**config.mk**
```make
export PLATFORM = sky130hd
export DESIGN_NAME = mac_chain_controller
export DESIGN_NICKNAME = d
export VERILOG_FILES = /design/src/rtl/mac_chain_controller.sv
export SDC_FILE = /design/constraint.sdc
export NUM_CORES = 1
export LEC_CHECK = 0
export BUFFER_PORTS_ARGS = -buffer_cell sky130_fd_sc_hd__buf_4
export CAP_MARGIN = 5
export CORE_UTILIZATION = 48
export CTS_CLUSTER_DIAMETER = 80
export DETAILED_ROUTE_END_ITERATION = 8
export GPL_TIMING_DRIVEN = 0
export PLACE_DENSITY = 0.72
export SETUP_SLACK_MARGIN = 0.3
export SYNTH_ARGS = -nofsm -noshare
export SYNTH_HDL_FRONTEND = slang
export SYNTH_SLANG_ARGS = --single-unit
```
**constraint.sdc**
```tcl
create_clock -name clock -period 3.3 [get_ports clock]
set_input_delay 0.825 -clock clock [delete_from_list [all_inputs] [get_ports clock]]
set_output_delay 0.825 -clock clock [all_outputs]
set_load 0.02 [all_outputs]
```
**src/rtl/mac_chain_controller.sv**
```systemverilog
// -----------------------------------------------------------------------------
// mac_chain_controller
//
// Sequencer for a chain of NUM_TAPS multiply-accumulate taps. It clears and
// loads tap coefficients from a coefficient stream, gates the chain's shared
// calculate enable from the upstream valid/ready handshake, tracks sample
// validity through the chain's fixed pipeline and presents the chain output
// with a valid/ready handshake. The data path itself is never touched.
//
// States: CLEAR -> IDLE -> (cfg_load) CLEAR -> LOAD -> RUN <-> FLUSH
//
// Ports:
//   clock, reset_n        system clock, asynchronous active-low reset
//   cfg_load              pulse: reload coefficients (IDLE/RUN only)
//   cfg_flush             pulse: push zeros through the chain (RUN only)
//   s_coeff_*             coefficient stream (data/valid/last/ready)
//   coefficient_out       coefficient broadcast to every tap
//   ce_coefficient        one-hot per-tap coefficient write enable
//   reset_coefficient     clears all tap coefficients
//   s_data_valid/ready    upstream sample handshake
//   zero_data             upstream mux selects zero into the chain
//   ce_calculate          shared chain enable
//   m_data_valid/ready    chain output handshake
//   busy                  controller not in RUN
//   load_error            sticky: s_coeff_last misplaced in a reload
//
// Optional build macro MAC_CHAIN_CONTROLLER_STATS_EN adds the wrapping
// counters stat_samples (accepted samples in RUN) and stat_stalls (cycles in
// RUN with s_data_valid & ~s_data_ready). Both clear on reset and in CLEAR.
// -----------------------------------------------------------------------------
module mac_chain_controller #(
    parameter int NUM_TAPS          = 16,
    parameter int COEFFICIENT_WIDTH = 16,
    parameter int PIPELINE_LATENCY  = 18
) (
    input  logic                         clock,
    input  logic                         reset_n,
    input  logic                         cfg_load,
    input  logic                         cfg_flush,
    input  logic [COEFFICIENT_WIDTH-1:0] s_coeff_data,
    input  logic                         s_coeff_valid,
    input  logic                         s_coeff_last,
    output logic                         s_coeff_ready,
    output logic [COEFFICIENT_WIDTH-1:0] coefficient_out,
    output logic [NUM_TAPS-1:0]          ce_coefficient,
    output logic                         reset_coefficient,
    input  logic                         s_data_valid,
    output logic                         s_data_ready,
    output logic                         zero_data,
    output logic                         ce_calculate,
    output logic                         m_data_valid,
    input  logic                         m_data_ready,
    output logic                         busy,
    output logic                         load_error
`ifdef MAC_CHAIN_CONTROLLER_STATS_EN
    ,
    output logic [31:0]                  stat_samples,
    output logic [31:0]                  stat_stalls
`else
`endif
);

    localparam int IDX_W = (NUM_TAPS > 1) ? $clog2(NUM_TAPS) : 1;
    localparam int FC_W  = $clog2(PIPELINE_LATENCY + 1);

    typedef enum logic [2:0] {
        ST_CLEAR = 3'd0,
        ST_IDLE  = 3'd1,
        ST_LOAD  = 3'd2,
        ST_RUN   = 3'd3,
        ST_FLUSH = 3'd4
    } state_t;

    state_t                         state_q,             state_d;
    logic                           load_pending_q,      load_pending_d;
    logic [IDX_W-1:0]               idx_q,               idx_d;
    logic [NUM_TAPS-1:0]            ce_coefficient_q,    ce_coefficient_d;
    logic [COEFFICIENT_WIDTH-1:0]   coefficient_out_q,   coefficient_out_d;
    logic                           reset_coefficient_q, reset_coefficient_d;
    logic                           load_error_q,        load_error_d;
    logic [PIPELINE_LATENCY-1:0]    vpipe_q,             vpipe_d;
    logic [FC_W-1:0]                flush_cnt_q,         flush_cnt_d;

    logic                           out_free_s;
    logic                           coeff_hs_s;
    logic                           last_idx_s;

    // Outputs decoded from registered state or driven straight from registers.
    assign m_data_valid      = vpipe_q[PIPELINE_LATENCY-1];
    assign out_free_s        = ~m_data_valid | m_data_ready;
    assign s_data_ready      = (state_q == ST_RUN) & out_free_s;
    assign s_coeff_ready     = (state_q == ST_LOAD);
    assign zero_data         = (state_q == ST_FLUSH);
    assign busy              = (state_q != ST_RUN);
    assign coeff_hs_s        = (state_q == ST_LOAD) & s_coeff_valid;
    assign last_idx_s        = (idx_q == IDX_W'(NUM_TAPS - 1));
    assign ce_coefficient    = ce_coefficient_q;
    assign coefficient_out   = coefficient_out_q;
    assign reset_coefficient = reset_coefficient_q;
    assign load_error        = load_error_q;

    // Shared chain enable: in RUN only on an upstream handshake, in FLUSH
    // whenever the output stage can move; frozen while output is back-pressured.
    always_comb begin
        ce_calculate = 1'b0;
        case (state_q)
            ST_RUN:   ce_calculate = s_data_valid & out_free_s;
            ST_FLUSH: ce_calculate = out_free_s;
            default:  ce_calculate = 1'b0;
        endcase
    end

    // Next-state logic for the sequencer, coefficient loader and valid pipe.
    always_comb begin
        state_d             = state_q;
        load_pending_d      = load_pending_q;
        idx_d               = idx_q;
        ce_coefficient_d    = '0;
        coefficient_out_d   = coefficient_out_q;
        load_error_d        = load_error_q;
        vpipe_d             = vpipe_q;
        flush_cnt_d         = flush_cnt_q;
        // The coefficient clear pulse follows the single CLEAR cycle.
        reset_coefficient_d = (state_q == ST_CLEAR);

        case (state_q)
            ST_CLEAR: begin
                vpipe_d     = '0;
                idx_d       = '0;
                flush_cnt_d = '0;
                if (load_pending_q) begin
                    state_d        = ST_LOAD;
                    load_pending_d = 1'b0;
                end else begin
                    state_d = ST_IDLE;
                end
            end
            ST_IDLE: begin
                if (cfg_load) begin
                    state_d        = ST_CLEAR;
                    load_pending_d = 1'b1;
                end else begin
                    state_d = ST_IDLE;
                end
            end
            ST_LOAD: begin
                if (coeff_hs_s) begin
                    ce_coefficient_d  = {{(NUM_TAPS-1){1'b0}}, 1'b1} << idx_q;
                    coefficient_out_d = s_coeff_data;
                    idx_d             = idx_q + IDX_W'(1);
                    if (s_coeff_last && last_idx_s) begin
                        state_d      = ST_RUN;
                        load_error_d = 1'b0;
                    end else if (s_coeff_last || last_idx_s) begin
                        // Misplaced last: discard the partial set via CLEAR.
                        state_d        = ST_CLEAR;
                        load_pending_d = 1'b0;
                        load_error_d   = 1'b1;
                    end else begin
                        state_d = ST_LOAD;
                    end
                end else begin
                    state_d = ST_LOAD;
                end
            end
            ST_RUN: begin
                if (cfg_load) begin
                    // Reload wins over flush; pending results are dropped now.
                    state_d        = ST_CLEAR;
                    load_pending_d = 1'b1;
                    vpipe_d        = '0;
                end else begin
                    if (ce_calculate) begin
                        vpipe_d = PIPELINE_LATENCY'({vpipe_q, 1'b1});
                    end else begin
                        vpipe_d = vpipe_q;
                    end
                    if (cfg_flush) begin
                        state_d     = ST_FLUSH;
                        flush_cnt_d = '0;
                    end else begin
                        state_d = ST_RUN;
                    end
                end
            end
            ST_FLUSH: begin
                if (ce_calculate) begin
                    vpipe_d = PIPELINE_LATENCY'({vpipe_q, 1'b0});
                    if (flush_cnt_q == FC_W'(PIPELINE_LATENCY - 1)) begin
                        state_d     = ST_RUN;
                        flush_cnt_d = '0;
                    end else begin
                        flush_cnt_d = flush_cnt_q + FC_W'(1);
                    end
                end else begin
                    vpipe_d = vpipe_q;
                end
            end
            default: begin
                state_d = ST_CLEAR;
            end
        endcase
    end

    // State and output registers.
    always_ff @(posedge clock or negedge reset_n) begin
        if (!reset_n) begin
            state_q             <= ST_CLEAR;
            load_pending_q      <= 1'b0;
            idx_q               <= '0;
            ce_coefficient_q    <= '0;
            coefficient_out_q   <= '0;
            reset_coefficient_q <= 1'b0;
            load_error_q        <= 1'b0;
            vpipe_q             <= '0;
            flush_cnt_q         <= '0;
        end else begin
            state_q             <= state_d;
            load_pending_q      <= load_pending_d;
            idx_q               <= idx_d;
            ce_coefficient_q    <= ce_coefficient_d;
            coefficient_out_q   <= coefficient_out_d;
            reset_coefficient_q <= reset_coefficient_d;
            load_error_q        <= load_error_d;
            vpipe_q             <= vpipe_d;
            flush_cnt_q         <= flush_cnt_d;
        end
    end

`ifdef MAC_CHAIN_CONTROLLER_STATS_EN
    logic [31:0] stat_samples_q, stat_samples_d;
    logic [31:0] stat_stalls_q,  stat_stalls_d;

    // Statistics next-state: wrapping counts, cleared while in CLEAR.
    always_comb begin
        stat_samples_d = stat_samples_q;
        stat_stalls_d  = stat_stalls_q;
        if (state_q == ST_CLEAR) begin
            stat_samples_d = 32'd0;
            stat_stalls_d  = 32'd0;
        end else if (state_q == ST_RUN) begin
            if (s_data_valid && s_data_ready) begin
                stat_samples_d = stat_samples_q + 32'd1;
            end else begin
                stat_samples_d = stat_samples_q;
            end
            if (s_data_valid && !s_data_ready) begin
                stat_stalls_d = stat_stalls_q + 32'd1;
            end else begin
                stat_stalls_d = stat_stalls_q;
            end
        end else begin
            stat_samples_d = stat_samples_q;
            stat_stalls_d  = stat_stalls_q;
        end
    end

    // Statistics registers.
    always_ff @(posedge clock or negedge reset_n) begin
        if (!reset_n) begin
            stat_samples_q <= 32'd0;
            stat_stalls_q  <= 32'd0;
        end else begin
            stat_samples_q <= stat_samples_d;
            stat_stalls_q  <= stat_stalls_d;
        end
    end

    assign stat_samples = stat_samples_q;
    assign stat_stalls  = stat_stalls_q;
`else
    // Statistics counters are not built in this configuration.
`endif

endmodule

```
### Word level (Yosys, flattened, before mapping)

Cells that the tools add are included.

| storage, ports and cells | value |
|---|---|
| register bits | 65 |
| bits in latches | 0 |
| bits in writable memories | 0 |
| memory bits (read-only) | 0 |
| output and inout bits | 40 |
| memories kept | 0 |

| operators by class | value |
|---|---|
| add/subtract/negate cells | 2 |
| multiply operators | 0 |
| divide/modulo/power cells | 0 |
| order comparisons | 0 |
| eq/ne operators | 16 |
| shifts and indexed selects | 1 |
| mux-type cells | 31 |
| bitwise logic cells | 5 |
| reductions and logical operators | 15 |

Operator list:

| cell | number |
|---|---|
| $mux 18 | 3 |
| $pmux 18 s3 | 1 |
| $mux 16 | 2 |
| $mux 5 | 4 |
| $shl 1x4->16 const A | 1 |
| $mux 3 | 5 |
| $pmux 3 s5 | 1 |
| $pmux 5 s3 | 1 |
| $ne 2x1->1 const B | 5 |
| $pmux 4 s2 | 1 |
| $mux 1 | 7 |
| $eq 3x2->1 const B | 2 |
| $mux 2 | 3 |
| $ne 2x2->1 const B | 3 |
| $reduce_and 2->1 | 3 |
| $reduce_and 3->1 | 2 |
| $reduce_bool 3->1 | 2 |
| $add 5x1->5 const B | 1 |
| $eq 5x5->1 const B | 1 |
| $reduce_and 5->1 | 1 |
| $add 4x1->4 const B | 1 |
| $eq 4x4->1 const B | 1 |
| $mux 4 | 1 |
| $reduce_and 4->1 | 1 |
| 14 further kinds | 17 |

### Depth between registers and ports, before layout

| depth | value |
|---|---|
| depth after elaboration | 7 |
| mapped depth | 8 |

### Worst setup path after synthesis

Ideal clock, no wire load.

| timing | value |
|---|---|
| path type | reg-to-output |
| start point | register state_q[1] |
| end point | output port ce_calculate |
| arrival time | 1.398 ns |
| data required time | 2.475 ns |
| path slack | 1.077 ns |
| cell stages (with the launch flop) | 5 |
| buffers on the path | 2 |
| cells stage by stage | dfrtp_1 > buf_6 > or3b_1 > buf_6 > a21oi_1 |

| between the ends | value |
|---|---|
| word-level cells in the longest chain between the ends | 2 |

Ends and longest elaborated chain:

| what | line | text |
|---|---|---|
| from (decl) | 74 | `state_t state_q, state_d;` |
| from (signal assigned) | 218 | `state_q <= state_d;` |
| $eq 3x3->1 or $eq 3x2->1 (tied branches) | 106 | `case (state_q)` |
| $pmux 1 s2 (*) | 106 |  |
| to (decl) | 50 | `output logic ce_calculate,` |

Mark *: on every way between the ends. The rest lies on a longest branch, timed or not.

### Worst setup path after layout

| timing | value |
|---|---|
| start point | register state_q[0] |
| end point | output port s_data_ready |

| between the ends | value |
|---|---|
| word-level cells in the longest chain between the ends | 2 |

Ends and longest elaborated chain:

| what | line | text |
|---|---|---|
| $eq 3x2->1 | 91 | `assign s_data_ready = (state_q == ST_RUN) & out_free_s;` |
| $and 1x1->1 | 91 |  |
| to (decl) | 48 | `output logic s_data_ready,` |

Every way passes these cells.

==> key figures <==
Detailed routing
  • Via count: between 2k and 2.5k
  • Top Layer Used: met4
  • M1 WL: between 2000 and 3000 um
  • DRT iter0 DRCs: 115
  • # DRC: 0
  • WL met3: approximately 250 um
  • WL met2: 2850 um
  • 1st-pass router iterations: 4
  • DRT antenna net count: 0
  • Via density: ~5.2
  • WL/cell: 13.0 um
  • Final WL: about 5900 um

Global routing
  • Total congestion overflow: 0
  • GRT Util Overall: roughly a fifth
  • First-pass GRT wire length: roughly 10000 um
  • Pin count of the biggest net entering global routing: between 60 and 70
  • Antenna violations before repair: 0
  • Vias in the first global route: approximately 2.2k

Timing
  • Worst-Margin Slew: between 700 and 800 ps
  • Fin Setup TNS: 0 ps
  • Slew Viols, Final: 0
  • RSZ-0062 raised after global routing: no
  • Final hold vios: 0
  • Period utilization: about four fifths
  • Min Tclk post-route: around 2700 ps
  • Worst slew margin: 47.6%
  • Clock skew: between 9 and 10 ps
  • Max Clk Rate: about 380 MHz
  • Final setup viols: 0

Yosys
  • Ys flop type: dfrtp_1
  • Synthesized flop and latch total: 65
  • Top-area cell type share of the netlist area: a little under three fifths
  • Async SR Flop Fraction: 100%
  • Post-synth top cells: nand2_1, dfrtp_1, o211ai_1, nor2_1, o21ai_0
  • Post-synthesis cell area: between 2000 and 3000 um^2
  • Mean post-synth cell area: a little under 10 um^2
  • Post-Syn Instances: ~300
  • Unique masters post-synth: 41
  • Yosys warnings: 0
  • Number of synthesized flops with an enable pin: 0
  • Post-Syn Nets: about 330
  • Top cells by area, synth: dfrtp_1, nand2_1, ha_1
  • Seq/Total Area, Yosys: 55.1%
  • Area leader, netlist: dfrtp_1
  • Top-count cell post-synth: nand2_1

Clocking
  • Sink Count: between 60 and 70
  • Post-CTS sizing: 0
  • CTS max path bufs: 2
  • Clock transition at the registers of the reported paths: around 70 ps
  • Skew-Pair Late Insertion Delay: ~340 ps
  • CTS tree: built
  • Cts bufs inserted: 9
  • Hold_buf cts: 0
  • Root Buffer: clkbuf_8
  • Postcts setup bufs: 0
  • H-tree lvl count: 3

Final layout
  • Area Overhead vs Synth: 26.1%
  • Layout cells sized above 1: between 20% and 30%
  • Fillers: 524
  • Post-layout net count: between 400 and 500
  • Ant diodes: 0

Die
  • Chip height: 80.4 um
  • CORE AREA: between 5000 and 6000 um^2
  • Die area: roughly 6500 um^2
  • Die width: between 80 and 90 um
  • IO Count: 64
  • Initial Util: about half
  • FP Rows: 28

Worst setup path
  • Top cell by count, worst path: buf_4
  • Worst-path fanout max: 10
  • CP Cell Sequence: and3b_1, buf_4, inv_2, buf_6, buf_2, nor2_1, buf_4
  • Worst Path Arrival: about 1800 ps
  • Max stage delay on crit path: ~460 ps
  • CP Data Required Time: about 2500 ps
  • Crit path kind: flip-flop to output pin
  • CP max-delay cell: dfrtp_1
  • Crit. End Element: output pin
  • Cell family with the largest share of critical-path delay: buffers and inverters
  • Crit start category: flip-flop
  • CP bufs+invs: 5

Power and ir drop
  • Tot Pwr: 2.67 mW
  • P_leak: between 1.5 and 2 nW
  • Power density over the cells: a little over 700 nW/um^2
  • VDD IR-drop max: ~0.41 mV

Placement
  • Post-DP HPWL: 4120 um
  • Port bufs: 63
  • Gpl congestion: 0.778

Hold path
  • Hold/Removal Path Class: flip-flop to flip-flop

Run status
  • Status: completed

Flow run
  • MaxCap Viol Count: 0
## cell type report
type	instances	area (um^2)	area share [%]
sequential	65	1630	43.7
multi-input combinational	205	1170	31.5
timing repair buffer	63	473	12.7
clock buffer	10	138	3.70
buffer	17	114	3.06
tap	75	93.8	2.52
clock inverter	6	66.3	1.78
inverter	10	37.5	1.01
## report_power, final
part / total, mW / internal, mW / switching [mW] / leakage, nW
combinational: 0.947 / 0.360 / 0.587 / 0.889
sequential: 1.04 / 0.940 / 0.0965 / 0.876
clock: 0.684 / 0.370 / 0.314 / 0.0949
total: 2.67 / 1.67 / 0.997 / 1.86
## registers in the layout (all words and copies together), names as in the netlist
| signal | cells |
|---|---|
| vpipe_q | 18 |
| reset_coefficient | 1 |
| state_q | 3 |
| ce_coefficient | 16 |
| coefficient_out | 16 |
| load_error | 1 |
| flush_cnt_q | 5 |
| idx_q | 4 |
| load_pending_q | 1 |
## final timing paths
path	start	end	slack, ps	depth (start not counted)
max	state_q[0]	s_data_ready	630	7
min	coefficient_out[3]	coefficient_out[3]	490	2
max reg2reg	vpipe_q[17]	vpipe_q[14]	1560	5
min reg2reg	coefficient_out[3]	coefficient_out[3]	490	2
max in group asynchronous	reset_n	vpipe_q[6]	2220	1
min in group asynchronous	reset_n	ce_coefficient[12]	570	1
## placed cells by master (no fill, tap or decap), types with 2 or more instances in the layout
master      count
nand2_1        80
buf_4          65
dfrtp_1        65
o211ai_1       18
nor2_1         17
o21ai_0        12
ha_1           11
o21ai_2        10
clkbuf_8       10
inv_1           9
nand3_1         7
o21ai_1         7
clkbuf_1        6
a21oi_1         6
buf_6           5
buf_2           4
nor2b_1         4
and3_1          3
nor3_1          3
clkinvlp_4      3
and2_1          2
nand2b_1        2
a21boi_0        2
o31ai_1         2
o41ai_1         2
## per-layer routing
layer  vias to the layer above  global-route usage, %
met5                         -                      0
met4                         0                   9.64
met3                        11                   3.52
met2                        56                   32.6
met1                      1127                   26.0
li1                       1151                      -
## through the flow
| stage | cell area [um^2] | setup slack [ps] | util [%] | std cells | hold slack, ps |
|---|---|---|---|---|---|
| global placement | 3520 | 962 | 59.4 | 435 | 461 |
| global route | 3720 | 553 | 62.8 | 451 | 511 |
| detailed placement | 3520 | 948 | 59.4 | 435 | 468 |
| finish | 3720 | 634 | 62.8 | 451 | 485 |
| CTS | 3720 | 621 | 62.8 | 451 | 489 |
| floorplan | 2950 | 1080 | - | 297 | 439 |
## cell families (layout without fill, tap and decap cells)
logic type               Yosys count  after routing  share of synthesized area [%]
flip-flops                        65             65                           55.1
multiplexers                       1              1                          0.382
buffers and inverters             27            106                           5.13
adder cells (fa/ha/maj)           11             11                           4.66
AO/OA/AOI/OAI                     65             65                           15.4
AND/OR/NAND/NOR                  127            127                           19.0
XOR/XNOR                           1              1                          0.297
## worst register-to-register path, cell delays in order (launching register included)
cell and delay (ps):
dfrtp_1 440, nand2b_1 160, a21oi_2 380, o21a_1 350, buf_6 220, o21ai_2 80
(Power assumes the default switching activity.)
